--- src/rtl/oam_dma.sv ---
// Sprite DMA engine: a $4014 write halts the CPU and copies one 256-byte
// page to OAMDATA ($2004) as aligned read/write pairs.
module oam_dma (
   input  logic        i_cpu_clk,
   input  logic        i_cpu_rstn,
   input  logic [15:0] i_bus_addr,
   input  logic        i_bus_wn,
   input  logic [7:0]  i_bus_wdata,
   output logic        o_cpu_rdy,
   output logic        o_dma_busy,
   output logic [15:0] o_dma_addr,
   output logic        o_dma_wn,
   output logic [7:0]  o_dma_wdata,
   input  logic [7:0]  i_dma_rdata
);

   typedef enum logic [2:0] {
      S_IDLE,
      S_HALT,
      S_ALIGN,
      S_READ,
      S_WRITE
   } state_e;

   state_e     state_q, state_d;
   logic       par_q, par_d;
   logic [7:0] page_q, page_d;
   logic [7:0] idx_q, idx_d;
   logic [7:0] data_q, data_d;
   logic       trig;

   assign trig = (i_bus_addr == 16'h4014) && !i_bus_wn;

   always_ff @(posedge i_cpu_clk or negedge i_cpu_rstn) begin
      if (!i_cpu_rstn) begin
         state_q <= S_IDLE;
         par_q   <= 1'b0;
         page_q  <= 8'h00;
         idx_q   <= 8'h00;
         data_q  <= 8'h00;
      end else begin
         state_q <= state_d;
         par_q   <= par_d;
         page_q  <= page_d;
         idx_q   <= idx_d;
         data_q  <= data_d;
      end
   end

   always_comb begin
      state_d = state_q;
      par_d   = ~par_q;
      page_d  = page_q;
      idx_d   = idx_q;
      data_d  = data_q;
      unique case (state_q)
         S_IDLE: begin
            if (trig) begin
               page_d  = i_bus_wdata;
               idx_d   = 8'h00;
               state_d = S_HALT;
            end
         end
         // odd parity now means the following cycle is even
         S_HALT:  state_d = par_q ? S_READ : S_ALIGN;
         S_ALIGN: state_d = S_READ;
         S_READ: begin
            data_d  = i_dma_rdata;
            state_d = S_WRITE;
         end
         S_WRITE: begin
            idx_d   = idx_q + 8'h01;
            state_d = (idx_q == 8'hFF) ? S_IDLE : S_READ;
         end
         default: state_d = S_IDLE;
      endcase
   end

   always_comb begin
      o_dma_busy  = (state_q != S_IDLE);
      o_cpu_rdy   = ~o_dma_busy;
      o_dma_addr  = 16'h0000;
      o_dma_wn    = 1'b1;
      o_dma_wdata = data_q;
      unique case (state_q)
         S_READ:  o_dma_addr = {page_q, idx_q};
         S_WRITE: begin
            o_dma_addr = 16'h2004;
            o_dma_wn   = 1'b0;
         end
         default: ;
      endcase
   end

endmodule

--- config.mk ---
export PLATFORM = sky130hd
export DESIGN_NAME = oam_dma
export DESIGN_NICKNAME = d
export VERILOG_FILES = /design/src/rtl/oam_dma.sv
export SDC_FILE = /design/constraint.sdc
export NUM_CORES = 1
export LEC_CHECK = 0
export ABC_AREA = 0
export CORE_MARGIN = 5
export CORE_UTILIZATION = 44
export CTS_CLUSTER_SIZE = 30
export DETAILED_ROUTE_END_ITERATION = 10
export MAX_ROUTING_LAYER = met4
export PLACE_DENSITY = 0.95
export RECOVER_POWER = 25
export SKIP_LAST_GASP = 1
export SLEW_MARGIN = 20
export SYNTH_ARGS = -nofsm -noshare
export SYNTH_HDL_FRONTEND = slang
export SYNTH_SLANG_ARGS = --single-unit
--- constraint.sdc ---
create_clock -name i_cpu_clk -period 2.4 [get_ports i_cpu_clk]
set_input_delay 0.48 -clock i_cpu_clk [delete_from_list [all_inputs] [get_ports i_cpu_clk]]
set_output_delay 0.48 -clock i_cpu_clk [all_outputs]
set_load 0.005 [all_outputs]
==> results_dict.tcl, run 1 <==
set metrics [dict create \
    coreArea_um2 3050 \
    p_int_mw 1.09 \
    slew_headroom_pct -1.08 \
    critPathMaxFanout 10 \
    tightest_slew_ps 1520 \
    dp_cells 236 \
    synth_area_leaders "dfrtp_1, mux2_2, and2_1, nand2_1, nand3_1" \
    grt_antenna_before_repair 0 \
    hold_viol 0 \
    insertion_delay_ps 330 \
    hp-class "reg2reg" \
    fill_cells 244 \
    setup_viol 0 \
    io_buffer_count 61 \
    switchingPower_uw 510 \
    cp-end-kind "primary output" \
    netlist_area_um2 1390 \
    powerDensity_nw_per_um2 750 \
    critPathLaunchType "flip-flop" \
    routedWlPerCell_um 16.1 \
    swShare_pct 31.8 \
    wl_mm 3.92 \
    grt_util_all_layers_pct 19.5 \
    drtAntennaViolNets 0 \
    status "finished with violations" \
    synth_cell_type_count 29 \
    grt_max_degree 29 \
    vias_per_cell 5.25 \
    post-route-period-util_pct 96.7 \
    final_area_um2 2140 \
    rows 20 \
    fin_nets 238 \
    numCtsBuffers 3 \
    drc 0 \
    grt_pass1_wl_mm 6.24 \
    final_cell_mix "clkdlybuf4s50_1, dfrtp_1, nand2_1" \
    p_total_mw 1.60 \
    placed_area_um2 2070 \
    period_minus_slack_ps 2320 \
    dp_hpwl_mm 2.99 \
    fmax_ghz 0.431 \
    cts_tree "built" \
    criticalPathCategory "reg2out" \
    start_util_pct 45.6 \
    die_area_um2 4390 \
    cp_data_required_time_ps 1920 \
    drt_iter0_drc 80 \
    clkTransAtPathRegs_ps 140 \
    critPathArrivalTime_ps 1840 \
    synth_warnings 0 \
    slew_viol_final 29 \
    grt_remaining_overflow 0 \
    drt_pre_antenna_iters 5 \
    clock-sinks 28 \
    violations "max-capacitance violations, max-slew violations" \
    fin_cells 244 \
    ios 62 \
    syn_nets 167 \
    gp_congestion 0.841 \
    synth_top_area_share_pct 50.3 \
    peakVddDrop_mv 0.601 \
    r2r_slack_ps 590 \
    ys_seq_area_share_pct 50.3 \
    grt_pass1_vias 1300 \
    yosys.area.top_type "dfrtp_1" \
    cts_hold_buf 0 \
    dr_total_vias 1280 \
    seq_power_share_pct 42.8 \
    diodes 0 \
    combPwrFrac_pct 45.3 \
    dieWidth_um 66.3 \
    pwr-share-clk_pct 11.9 \
    p_leak_nw 0.888 \
    synth_area_per_cell_um2 10.6 \
    clock_path_buffers 2 \
    drive_gt1_share_pct 19.5 \
    dieHeight_um 66.3 \
    htreeDepth 1 \
    area_delta_synth_final_pct 53.5 \
    finalClockSkew_ps 7.48 \
    mostFrequentLayoutCell "clkdlybuf4s50_1" \
    clockRootBuffer "clkbuf_4" \
    ys_seq_elements 28 \
    synthCells 131 \
    drv_cap 1 \
]
[cells by family (layout without fill, tap and decap cells)]
kind of cell	count (synthesis)	in the layout	synth area share (%)
AND/OR/NAND/NOR	64	64	26.6
flip-flops	28	28	50.3
multiplexers	16	16	12.9
AO/OA/AOI/OAI	12	12	5.66
buffers and inverters	9	78	2.96
adder cells (fa/ha/maj)	1	1	0.898
XOR/XNOR	1	1	0.629
[final timing paths]
path	from	endpoint	cells after the start
max	state_q[2]	o_dma_addr[8]	4
min	par_q	par_q	1
max reg2reg	state_q[1]	page_q[7]	5
min reg2reg	par_q	par_q	1
max in group asynchronous	i_cpu_rstn	state_q[2]	2
min in group asynchronous	i_cpu_rstn	idx_q[6]	2
[per-layer routing]
metal	vias to the layer above	track usage, %	wire (um)
met3	12	1.53	200
met2	65	35.1	2160
met4	0	10.7	98
met5	-	-	0
met1	609	21.2	1460
li1	594	-	-
[power groups by stage]
| stage | sequential, mW | clock, mW | combinational (mW) |
|---|---|---|---|
| after floorplan | 0.676 | 0 | 0.301 |
| after global placement | 0.690 | 0 | 0.620 |
| after detailed placement | 0.699 | 0 | 0.646 |
| after CTS | 0.691 | 0.199 | 0.647 |
| after global routing | 0.706 | 0.224 | 0.786 |
| final | 0.686 | 0.191 | 0.727 |
[worst max-delay path: stages, from the launching register on]
cell and delay [ps]:
dfrtp_2 480, nor2_2 180, buf_4 210, and2_1 150, clkdlybuf4s50_1 500
[synthesized netlist by cell type]
library cell	count
o21bai_1	1
buf_4	1
o211ai_1	5
nor3_4	1
nor3_1	1
and3_1	1
nor3_2	2
o311ai_0	1
ha_1	1
or2_2	1
and2_1	14
nor2_1	5
nor2b_1	2
xnor2_1	1
or3_1	4
or4_1	2
nor3b_1	2
o21ai_0	5
dfrtp_1	28
mux2_2	16
nand2_1	17
nor4_1	1
nand3_1	8
nor4b_2	1
inv_2	1
inv_1	3
nor4b_1	2
clkbuf_1	1
buf_2	3
[area by class of cell]
type | count | area (um2) | share of cell area [%]
clock buffers | 3 | 22.5 | 1.05
repair buffers | 71 | 686 | 32.1
multi-input cells | 94 | 656 | 30.7
flip-flops and latches | 28 | 704 | 32.9
well taps | 44 | 55.1 | 2.57
inverters | 4 | 15.0 | 0.702
[flip-flops by register name, summed over array words and instances (netlist names)]
name and flops:
page_q 8, par_q 1, state_q 3, idx_q 8, o_dma_wdata 8
[per-stage QoR]
stage | utilization [%] | setup TNS, ps | setup slack [ps] | hold slack [ps]
3_3_place_gp | 67.8 | 0 | 141 | 396
3_5_place_dp | 67.8 | 0 | 9.39 | 399
5_1_grt | 70.0 | -19.8 | -19.2 | 449
6_report | 70.0 | 0 | 79.4 | 430
4_1_cts | 68.6 | 0 | 6.89 | 420
2_1_floorplan | - | 0 | 655 | 184
[timing repair]
action	CTS	global route
setup endpoints to repair	14	15
resized for setup	2	7
setup buffers	0	4
cloned	0	1
Power figures use the tool's default switching activity.
==> run 2, diff against run 1 <==
--- a/config.mk
+++ b/config.mk
@@ -7,7 +7,8 @@
 export LEC_CHECK = 0
 export ABC_AREA = 0
 export CORE_MARGIN = 5
-export CORE_UTILIZATION = 44
+export CORE_UTILIZATION = 46
+export CTS_BUF_LIST = sky130_fd_sc_hd__clkbuf_4
 export CTS_CLUSTER_SIZE = 30
 export DETAILED_ROUTE_END_ITERATION = 10
 export MAX_ROUTING_LAYER = met4
==> results_dict.tcl, run 2 (synthesis gave the netlist of run 1 again) <==
set metrics [dict create \
    status "complete, no violations" \
    critPathMaxFanout 5 \
    switchingPower_uw 550 \
    grt_max_degree 29 \
    p_int_mw 1.13 \
    mostFrequentLayoutCell "clkdlybuf4s50_1" \
    final_area_um2 2170 \
    grt_util_all_layers_pct 19.9 \
    rows 20 \
    drv_cap 0 \
    setup_viol 0 \
    finalClockSkew_ps 11.2 \
    routedWlPerCell_um 16.0 \
    ios 62 \
    grt_remaining_overflow 0 \
    cp_data_required_time_ps 1920 \
    hold_viol 0 \
    dieWidth_um 65.0 \
    slowest_stage "dfrtp_2" \
    combPwrFrac_pct 45.8 \
    cp-end-kind "primary output" \
    placed_area_um2 2060 \
    fmax_ghz 0.433 \
    powerDensity_nw_per_um2 774 \
    diodes 0 \
    drtAntennaViolNets 0 \
    final_util_pct 72.8 \
    period_minus_slack_ps 2310 \
    wl_mm 3.81 \
    post-route-period-util_pct 96.2 \
    clock-sinks 28 \
    htreeDepth 1 \
    final_cell_mix "clkdlybuf4s50_1, dfrtp_1, nand2_1, mux2_2, and2_1" \
    gp_congestion 0.767 \
    dp_hpwl_mm 2.86 \
    ff_latch_area_um2 704 \
    dr_total_vias 1254 \
    grt_pass1_vias 1383 \
    coreArea_um2 2980 \
    insertion_delay_ps 350 \
    seq_power_share_pct 41.6 \
    drt_pre_antenna_iters 4 \
    hold_depth 1 \
    p_leak_nw 0.910 \
    slew_headroom_pct 1.26 \
    dieHeight_um 65.0 \
    swShare_pct 32.8 \
    finalHoldWorstSlack_ps 417 \
    cp_cell_sequence "buf_4 > buf_4 > nor3_2 > inv_2 > clkdlybuf4s50_1" \
    area_delta_synth_final_pct 55.6 \
    reg2reg_depth 6 \
    worst_slack_ps 91.6 \
    crit_family "buffers and inverters" \
    clock_path_buffers 2 \
    p_total_mw 1.68 \
    fin_cells 238 \
    critPathArrivalTime_ps 1830 \
    hold_end "par_q" \
    cts_hold_buf 0 \
    clockRootBuffer "clkbuf_4" \
    cp.depth 5 \
    fin_nets 242 \
    multi_input_area_um2 661 \
    r2r-start "state_q[0]" \
    fill_cells 190 \
    grt_antenna_before_repair 0 \
    drc 0 \
    hp-class "reg2reg" \
    drt_iter0_drc 47 \
    cts_tree "built" \
    peakVddDrop_mv 0.541 \
    slew_viol_final 0 \
    io_buffer_count 61 \
    dp_cells 226 \
    cpMostUsedCell "buf_4" \
    die_area_um2 4230 \
    r2r_slack_ps 480 \
    start_util_pct 46.8 \
    criticalPathCategory "reg2out" \
    worstReg2RegEnd "page_q[4]" \
    post-place-ws_ps 85.6 \
    max_stage_delay_ps 470 \
    tightest_slew_ps 1480 \
    vias_per_cell 5.27 \
    fin_tns_setup_ps 0 \
    numCtsBuffers 3 \
    min_from "par_q" \
    grt_pass1_wl_mm 6.32 \
    critPathLaunchType "flip-flop" \
    rsz0062_at_grt "no" \
    worst-path-buf-inv 4 \
    pwr-share-clk_pct 12.5 \
    clkTransAtPathRegs_ps 150 \
    drive_gt1_share_pct 21.0 \
]
-- run 2: power groups by stage --
stage / logic [mW] / clock network (mW) / registers (mW)
2_1_floorplan: 0.301 / 0 / 0.676
3_3_place_gp: 0.632 / 0 / 0.691
3_5_place_dp: 0.659 / 0 / 0.706
4_1_cts: 0.671 / 0.208 / 0.701
5_1_grt: 0.826 / 0.239 / 0.719
6_report: 0.769 / 0.210 / 0.699
-- run 2: layout make-up --
cell class,count,share of cell area [%]
Clock buffer,3,1.04
Clock inverter,1,0.173
Inverter,4,0.693
Multi-Input combinational cell,94,30.5
Sequential cell,28,32.5
Tap cell,33,1.91
Timing Repair Buffer,75,33.2
-- run 2: what timing repair did --
action | 4_1_cts | 5_1_grt
pin swaps | 0 | 1
setup buffers | 0 | 8
endpoints found under the setup margin | 13 | 13
resized for setup | 4 | 4
-- run 2: metal layers --
metal	part of all wire (%)	GRT usage, %	vias to the layer above
li1	-	-	602
met1	41	24.0	609
met2	53	34.0	38
met3	4.8	3.99	5
met4	1.3	5.96	0
met5	0	-	-
-- run 2: worst max path at each step --
stage                  start              to  slack, ps
6_report          state_q[0]      o_dma_busy         90
2_1_floorplan  i_bus_addr[6]       page_q[0]        660
3_3_place_gp   i_bus_addr[1]       page_q[3]        140
5_1_grt           state_q[1]  o_dma_addr[13]         10
3_5_place_dp   i_bus_addr[1]       page_q[4]         90
4_1_cts           state_q[0]  o_dma_addr[13]         10
==> run 3, diff against run 2 <==
--- a/config.mk
+++ b/config.mk
@@ -6,6 +6,8 @@
 export NUM_CORES = 1
 export LEC_CHECK = 0
 export ABC_AREA = 0
+export CAP_MARGIN = 5
+export CORE_ASPECT_RATIO = 1.2
 export CORE_MARGIN = 5
 export CORE_UTILIZATION = 46
 export CTS_BUF_LIST = sky130_fd_sc_hd__clkbuf_4
==> results_dict.tcl, run 3 (synthesis gave the netlist of run 1 again) <==
set metrics [dict create \
    status "finished with violations" \
    violations "max-capacitance violations, max-slew violations" \
    dr_total_vias 1385 \
    clockRootBuffer "clkbuf_4" \
    dieHeight_um 70.3 \
    diodes 0 \
    placed_area_um2 2060 \
    cp-endpoint "o_dma_addr[12]" \
    rows 21 \
    setup_viol 0 \
    max_stage_delay_ps 530 \
    r2r-start "state_q[1]" \
    dp_cells 227 \
    io_buffer_count 61 \
    hold_viol 0 \
    period_minus_slack_ps 2380 \
    r2r_slack_ps 500 \
    mostFrequentLayoutCell "clkdlybuf4s50_1" \
    drtAntennaViolNets 0 \
    fin_nets 242 \
    grt_pass1_vias 1411 \
    grt_util_all_layers_pct 21.1 \
    critPathArrivalTime_ps 1900 \
    tightest_slew_ps 1510 \
    slew_viol_final 29 \
    cts_tree "built" \
    post-route-period-util_pct 99.3 \
    peakVddDrop_mv 0.716 \
    reg2reg_depth 5 \
    clock-sinks 28 \
    post-place-ws_ps 18.9 \
    final_cell_mix "clkdlybuf4s50_1, dfrtp_1, nand2_1" \
    routedWlPerCell_um 20.1 \
    gp_congestion 0.826 \
    critPathMaxFanout 8 \
    powerDensity_nw_per_um2 794 \
    insertion_delay_ps 340 \
    finalClockSkew_ps 13.9 \
    drive_gt1_share_pct 21.5 \
    clock_path_buffers 2 \
    numCtsBuffers 3 \
    crit_start "state_q[1]" \
    fin_cells 239 \
    drc 0 \
    final_area_um2 2170 \
    critPathLaunchType "flip-flop" \
    cts_hold_buf 0 \
    slew_headroom_pct -0.657 \
    grt_remaining_overflow 0 \
    clkTransAtPathRegs_ps 160 \
    cp-end-kind "primary output" \
    cp_cell_sequence "nand2_1 > nor2_4 > buf_4 > and2_1 > clkdlybuf4s50_1" \
    coreArea_um2 2860 \
    criticalPathCategory "reg2out" \
    grt_max_degree 29 \
    die_area_um2 4230 \
    grt_pass1_wl_mm 6.59 \
    htreeDepth 1 \
    p_leak_nw 0.929 \
    worstReg2RegEnd "page_q[4]" \
    cp_data_required_time_ps 1920 \
    dp_hpwl_mm 3.00 \
    final_util_pct 75.7 \
    hp-class "reg2reg" \
    start_util_pct 48.6 \
    fill_cells 165 \
    wl_mm 4.80 \
    slowest_stage "clkdlybuf4s50_1" \
    dieWidth_um 60.2 \
    area_delta_synth_final_pct 55.6 \
    drv_cap 1 \
    worst_slack_ps 16.1 \
    drt_iter0_drc 90 \
    fmax_ghz 0.419 \
    vias_per_cell 5.79 \
    grt_antenna_before_repair 0 \
    drt_pre_antenna_iters 4 \
    ios 62 \
]
## run 3: per-layer routing
| layer | wire (um) | global-route usage, % |
|---|---|---|
| met1 | 1670 | 25.5 |
| met2 | 2670 | 35.1 |
| met3 | 296 | 2.76 |
| met4 | 170 | 7.88 |
| met5 | 0 | - |
## run 3: critical path, delay by kind of cell (launching register included)
kind	cells	cell delay, ps
buffers and inverters	2	720
flip-flops	1	420
AND/OR/NAND/NOR	3	420
## run 3: final cells by class
| cell class | count | area, um2 | share of cell area, % |
|---|---|---|---|
| clock buffers | 3 | 22.5 | 1.04 |
| clock inverters | 1 | 3.75 | 0.173 |
| inverters | 4 | 15.0 | 0.693 |
| multi-input cells | 94 | 661 | 30.5 |
| flip-flops and latches | 28 | 704 | 32.5 |
| well taps | 34 | 42.5 | 1.96 |
| repair buffers | 75 | 718 | 33.1 |
## run 3: metrics by stage
step | setup TNS [ps] | power, mW | hold WS, ps
finish | 0 | 1.72 | 415
detailed placement | 0 | 1.35 | 398
global placement | 0 | 1.32 | 393
floorplan | 0 | 0.978 | 184
global route | -97.8 | 1.81 | 433
CTS | 0 | 1.61 | 419
## run 3: worst min-delay path by stage
stage          endpoint        from  cells after the start
6_report          par_q       par_q                      1
5_1_grt           par_q       par_q                      1
4_1_cts           par_q       par_q                      1
3_5_place_dp      par_q       par_q                      1
3_3_place_gp      par_q       par_q                      1
2_1_floorplan  idx_q[0]  i_cpu_rstn                      0
## run 3: power by group
group,leakage (nW),switching [mW],internal [mW]
Clock,0.0154,0.146,0.0613
Sequential,0.358,0.105,0.591
Combinational,0.556,0.339,0.478
## run 3: timing repair
action / CTS / global route
setup buffers: 3 / 4
gates resized for setup: 4 / 7
endpoints found under the setup margin: 13 / 14
endpoints found under the hold margin: 0 / 0
cloned: 0 / 1
